--- config.mk ---
export PLATFORM = sky130hd
export DESIGN_NAME = fetch_unit
export DESIGN_NICKNAME = d
export VERILOG_FILES = /design/src/rtl/fetch_unit_pkg.sv /design/src/rtl/fetch_unit_pc_register.sv /design/src/rtl/fetch_unit.sv
export SDC_FILE = /design/constraint.sdc
export NUM_CORES = 1
export LEC_CHECK = 0
export BUFFER_PORTS_ARGS = -buffer_cell sky130_fd_sc_hd__buf_2
export CAP_MARGIN = 20
export CELL_PAD_IN_SITES_DETAIL_PLACEMENT = 1
export CELL_PAD_IN_SITES_GLOBAL_PLACEMENT = 2
export CORE_AREA = 4 4 141 171
export CTS_BUF_LIST = sky130_fd_sc_hd__clkbuf_4 sky130_fd_sc_hd__clkbuf_8
export DETAILED_ROUTE_END_ITERATION = 7
export DIE_AREA = 0 0 145 175
export PLACE_DENSITY = 0.92
export SLEW_MARGIN = 20
export SYNTH_ARGS = -nofsm -noshare
export SYNTH_HDL_FRONTEND = slang
export SYNTH_HIERARCHICAL = 1
export SYNTH_SLANG_ARGS = --single-unit
export TNS_END_PERCENT = 5
--- constraint.sdc ---
create_clock -name clk -period 3.85 [get_ports clk]
set_input_delay 0.385 -clock clk [delete_from_list [all_inputs] [get_ports clk]]
set_output_delay 0.385 -clock clk [all_outputs]
set_load 0.05 [all_outputs]
--- src/rtl/fetch_unit_pkg.sv ---
// Shared fetch-stage definitions: default encodings, alignment helper and the IF/ID record.
// Also consumed by the decoder and hazard unit.
package fetch_unit_pkg;

  localparam logic [31:0] RESET_PC_DEFAULT  = 32'h0040_0000;
  localparam logic [31:0] NOP_INSN_DEFAULT  = 32'h0000_0000;
  localparam logic [31:0] HALT_INSN_DEFAULT = 32'h0000_000C;
  localparam logic [31:0] WORD_ALIGN_MASK   = 32'hFFFF_FFFC;
  localparam logic [31:0] INSN_BYTES        = 32'd4;

  typedef enum logic [0:0] {
    StFetch,
    StHalted
  } fetch_state_e;

  typedef enum logic [1:0] {
    ActRedirect,
    ActStall,
    ActHaltHold,
    ActFetch
  } fetch_action_e;

  typedef struct packed {
    logic [31:0] insn;
    logic [31:0] pc_plus4;
    logic        valid;
  } ifid_t;

  function automatic logic [31:0] word_align(input logic [31:0] addr);
    return addr & WORD_ALIGN_MASK;
  endfunction

endpackage

--- src/rtl/fetch_unit_pc_register.sv ---
// Program counter register with asynchronous reset and load enable.
module fetch_unit_pc_register
  import fetch_unit_pkg::*;
#(
  parameter logic [31:0] RESET_PC = RESET_PC_DEFAULT
) (
  input  logic        clk,
  input  logic        reset,
  input  logic        i_load,
  input  logic [31:0] i_next_pc,
  output logic [31:0] o_pc
);

  logic [31:0] r_pc;

  always_ff @(posedge clk or posedge reset) begin
    if (reset) begin
      r_pc <= RESET_PC;
    end else if (i_load) begin
      r_pc <= i_next_pc;
    end
  end

  assign o_pc = r_pc;

endmodule

--- src/rtl/fetch_unit.sv ---
// F-stage control: owns the PC, drives instruction memory and fills the IF/ID register.
// Handles stall, redirect and syscall halt with priority redirect > stall > halted > fetch.
module fetch_unit
  import fetch_unit_pkg::*;
#(
  parameter logic [31:0] RESET_PC  = RESET_PC_DEFAULT,
  parameter logic [31:0] NOP_INSN  = NOP_INSN_DEFAULT,
  parameter logic [31:0] HALT_INSN = HALT_INSN_DEFAULT
) (
  input  logic        clk,
  input  logic        reset,
  input  logic        stall,
  input  logic        redirect,
  input  logic [31:0] redirectTarget,
  input  logic [31:0] memInstruction,
  output logic [31:0] readAddress,
  output logic [31:0] ifidInstruction,
  output logic [31:0] ifidPcPlus4,
  output logic        ifidValid,
  output logic        halted,
  output logic [31:0] fetchCount
);

  fetch_state_e  r_state;
  fetch_state_e  w_state_d;
  fetch_action_e w_action;
  ifid_t         r_ifid;
  ifid_t         w_ifid_d;
  logic          w_ifid_load;
  logic [31:0]   r_fetch_count;
  logic          w_count_inc;
  logic          w_pc_load;
  logic [31:0]   w_next_pc;
  logic [31:0]   w_pc;
  logic [31:0]   w_pc_plus4;
  logic          w_is_halt;

  localparam ifid_t IfidBubble = '{insn: NOP_INSN, pc_plus4: 32'd0, valid: 1'b0};

  fetch_unit_pc_register #(
    .RESET_PC(RESET_PC)
  ) u_pc_register (
    .clk      (clk),
    .reset    (reset),
    .i_load   (w_pc_load),
    .i_next_pc(w_next_pc),
    .o_pc     (w_pc)
  );

  assign w_pc_plus4 = w_pc + INSN_BYTES;
  assign w_is_halt  = (memInstruction == HALT_INSN);

  always_comb begin
    if (redirect) begin
      w_action = ActRedirect;
    end else if (stall) begin
      w_action = ActStall;
    end else if (r_state == StHalted) begin
      w_action = ActHaltHold;
    end else begin
      w_action = ActFetch;
    end
  end

  // FSM state register
  always_ff @(posedge clk or posedge reset) begin
    if (reset) begin
      r_state <= StFetch;
    end else begin
      r_state <= w_state_d;
    end
  end

  // FSM next state: a redirect cancels a speculative halt
  always_comb begin
    w_state_d = r_state;
    unique case (w_action)
      ActRedirect: w_state_d = StFetch;
      ActStall:    w_state_d = r_state;
      ActHaltHold: w_state_d = StHalted;
      ActFetch:    w_state_d = w_is_halt ? StHalted : StFetch;
      default:     w_state_d = r_state;
    endcase
  end

  // FSM outputs: PC update, IF/ID load and counter increment
  always_comb begin
    w_pc_load   = 1'b0;
    w_next_pc   = w_pc;
    w_ifid_load = 1'b0;
    w_ifid_d    = IfidBubble;
    w_count_inc = 1'b0;
    unique case (w_action)
      ActRedirect: begin
        w_pc_load   = 1'b1;
        w_next_pc   = word_align(redirectTarget);
        w_ifid_load = 1'b1;
      end
      ActStall: begin
        w_pc_load = 1'b0;
      end
      ActHaltHold: begin
        w_ifid_load = 1'b1;
      end
      ActFetch: begin
        // The syscall itself is delivered, but the PC parks on it.
        w_pc_load   = !w_is_halt;
        w_next_pc   = w_pc_plus4;
        w_ifid_load = 1'b1;
        w_ifid_d    = '{insn: memInstruction, pc_plus4: w_pc_plus4, valid: 1'b1};
        w_count_inc = 1'b1;
      end
      default: begin
        w_pc_load = 1'b0;
      end
    endcase
  end

  always_ff @(posedge clk or posedge reset) begin
    if (reset) begin
      r_ifid <= IfidBubble;
    end else if (w_ifid_load) begin
      r_ifid <= w_ifid_d;
    end
  end

  always_ff @(posedge clk or posedge reset) begin
    if (reset) begin
      r_fetch_count <= 32'd0;
    end else if (w_count_inc) begin
      r_fetch_count <= r_fetch_count + 32'd1;
    end
  end

  assign readAddress     = w_pc;
  assign ifidInstruction = r_ifid.insn;
  assign ifidPcPlus4     = r_ifid.pc_plus4;
  assign ifidValid       = r_ifid.valid;
  assign halted          = (r_state == StHalted);
  assign fetchCount      = r_fetch_count;

endmodule
==> run summary <==
• **slew at the pin with the worst max-slew slack** 1.03 ns
• **Core Footprint** 22300 um^2
• **final-stage net count** 1022
• **GRT Util Overall** 19.4%
• **IO Count** 198
• **via count** 6728
• **mux share of post-synthesis cell area** 7.44%
• **synthesis-to-layout area growth** 21.5%
• **power density over cell area** 542 nW/um^2
• **portion of total power attributed to combinational logic** 34.7%
• **critical path capture point type** register
• **TritonCTS sink count** 130
• **row cnt** 60
• **Int Pwr** 2690 uW
• **most frequent cells in the layout** buf_2, nand2_1, dfrtp_1, nand3_1, xnor2_1
• **adder and majority gate portion of the synthesized area** 0.856%
• **number of nets produced by synthesis** 852
• **count of cell types in the netlist** 54
• **Post-DP HPWL** 17300 um
• **# resized after CTS** 0
• **worst hold-check path type** primary input to async pin
• **starting utilization of the core area** 32.8%
• **fraction of power spent switching nets** 44.2%
• **cell at the root of the clock tree** clkbuf_8
• **Post-CTS Setup Bufs** 0
• **post-synthesis compound-gate area fraction** 10.5%
• **library cell with the largest summed area after synthesis** dfrtp_1
• **number of global-route vias before repair** 7150
• **antenna cell count** 0
• **number of buffers created by CTS** 17
• **synthesized instance count** 779
• **Clock Pin Slew Worst Setup and Hold Paths** 0.09 ns
• **number of flops mapped to enable cells by yosys** 0
• **count of filler cells inserted in the layout** 2643
• **total of flip-flops plus latches after synthesis** 130
• **fraction of layout instances using a drive strength above 1** 29.9%
• **Inst Count DP** 1209
• **number of antenna violations at the first check in global routing** 0
• **initial drt markers** 390
• **x dimension of the die** 145 um
• **number of buffer cells added on primary ports** 195
• **dominant combinational cell family by area after synthesis** simple AND/OR/NAND/NOR gates
• **Max Fclk** 350 MHz
• **Worst Path Required** 4.24 ns
• **Final Hold Fails** 0
• **result of the run** finished, final reports clean
• **die area** 25400 um^2
• **Leakage Power** 0.00432 uW
• **Cell Area, Synth** 7310 um^2
• **switching pwr** 2130 uW
• **drt total wl** 24600 um
• **global-route congestion overflow total** 0
• **most common cell after layout, fill and taps aside** buf_2
• **pin count of the biggest net entering global routing** 87
• **mean number of vias per cell** 5.42
• **final clock period utilization by the worst path** 74.1%
• **Setup crit start kind** register
• **post-synthesis sequential area ratio** 44.5%
• **Final setup violation count** 0
• **count of yosys warnings during synthesis** 6
• **final weighted congestion in routability-driven placement** 0.799
• **number of detailed-route iterations in the first pass** 6
• **post-synthesis share of cell area spent on xor and xnor gates** 4.79%
• **share of flip-flops with an asynchronous set or reset after synthesis** 100%
• **crit path kind** register to register
• **# H-tree levels** 4
• **time the worst path needs with I/O delays and setup** 2.85 ns
• **number of slew-limit violations in the final report** 0
• **number of maximum-capacitance constraint violations** 0
• **average wire per standard cell** 19.8 um
• **number of non-filler instances in the completed layout** 1241
• **top cells by area, synth** dfrtp_1, nand2_1, mux2_4
• **sequential share of power** 40.5%
• **post-layout total power** 4820 uW
• **ANT nets after route** 0
• **worst vdd rail ir drop** 250 uV
• **number of DRC violations after detailed routing** 0
• **die extent in y** 175 um
• **area share of the largest cell type after synthesis** 44.1%
• **unrepaired setup endpoints after global routing** false
• **biggest fanout along the worst timing path** 15
• **fraction of power consumed by the clock network** 24.8%
• **wire length of the first global-routing pass** 39900 um
• **TritonCTS clock tree** done
• **clock buffer depth** 2
• **max_slew headroom** 31.6%
• **summed negative setup slack over all endpoints** 0 ns
• **hold buffer count at cts** 0
• **Avg Synthesized Cell Area** 9.39 um^2
• **final worst clock skew** 0.0125 ns
• **synthesized-area fraction occupied by and/or/nand/nor cells** 27.2%
• **clock insertion delay at the later pin of the skew report** 0.44 ns
• **endpoint arrival time on the critical path** 3.24 ns
• **dominant register cell in the synthesized netlist** dfrtp_1
## power groups by stage
stage | combinational [uW] | sequential (uW) | clock (uW)
finish | 1670 | 1950 | 1200
global route | 1780 | 2010 | 1300
CTS | 1690 | 1950 | 1240
detailed placement | 1680 | 1970 | 0
global placement | 1650 | 1960 | 0
floorplan | 737 | 2450 | 0
## cell families after synthesis
group | after synthesis
xor gates and xnor gates | 40
muxes | 39
and+or+nand+nor | 382
DFF | 130
AOI/OAI and AO/OA | 110
buffers and inverters | 73
adders and majority gates | 5
## sequential cells by signal, summed over array words and instances, names as in the netlist
name,flops
ifidInstruction,32
halted,1
u_pc_register/o_pc,32
fetchCount,32
ifidPcPlus4,32
ifidValid,1
## critical path, stage by stage, from the launching register on
cell	delay, ns
dfrtp_1	0.49
ha_1	0.36
nand3_4	0.19
or4_1	0.85
or4b_1	0.61
o211ai_1	0.12
mux2_4	0.17
## synth_stat cells, drive strengths merged, types with 2 or more instances
library cell / count
clkbuf: 37
mux2: 33
xor2: 9
and2: 5
nand3: 85
or4: 12
o211ai: 24
a32oi: 5
nand4: 26
o311ai: 7
nand2: 130
nor2b: 28
o21ai: 23
nor4: 13
nand2b: 4
dfrtp: 129
ha: 5
or4b: 4
o21a: 4
buf: 23
a221o: 8
o2111ai: 3
mux2i: 6
a21oi: 14
o31ai: 5
o221ai: 2
or3: 13
xnor2: 31
and3: 13
nor4b: 4
nor2: 17
and4: 10
nor3: 15
a31oi: 10
inv: 13
## stage by stage
step                util [%]  area (um^2)  setup WS (ns)  hold slack [ns]
CTS                     39.8         8880          0.996           0.0472
floorplan                  -         7310          0.903            0.500
global route            39.9         8890          0.914           0.0707
global placement        38.1         8490          0.982            0.444
finish                  39.9         8890          0.996           0.0765
detailed placement      38.1         8490          0.912            0.450
## final cells by class
cell class	count	area [um^2]	share of cell area (%)
multi-input combinational	576	3730	42.0
sequential	130	3250	36.6
timing repair buffer	211	1110	12.5
tap	279	349	3.93
clock buffer	18	241	2.72
clock inverter	14	154	1.73
inverter	13	51.3	0.577
## per-layer routing
layer / global-route usage, % / vias to the layer above / wire [um]
li1: - / 3166 / -
met1: 24.0 / 3350 / 10800
met2: 33.9 / 179 / 12300
met3: 4.10 / 33 / 1080
met4: 5.90 / 0 / 467
met5: 0 / - / 0
## final timing paths
check,start,end,slack (ns),cells past startpoint
min,reset,u_pc_register/o_pc[3]$_DFFE_PP0P_,0.08,3
min reg2reg,ifidInstruction[17]$_DFFE_PP0P_,ifidInstruction[17]$_DFFE_PP0P_,0.46,2
max reg2reg,u_pc_register/o_pc[2]$_DFFE_PP0P_,u_pc_register/o_pc[26]$_DFFE_PP0P_,1.0,6
max,u_pc_register/o_pc[2]$_DFFE_PP0P_,u_pc_register/o_pc[26]$_DFFE_PP0P_,1.0,6
max in group asynchronous,reset,ifidPcPlus4[20]$_DFFE_PP0P_,2.82,3
min in group clk,memInstruction[2],ifidInstruction[2]$_DFFE_PP0P_,0.19,3
Power figures use the tool's default switching activity.
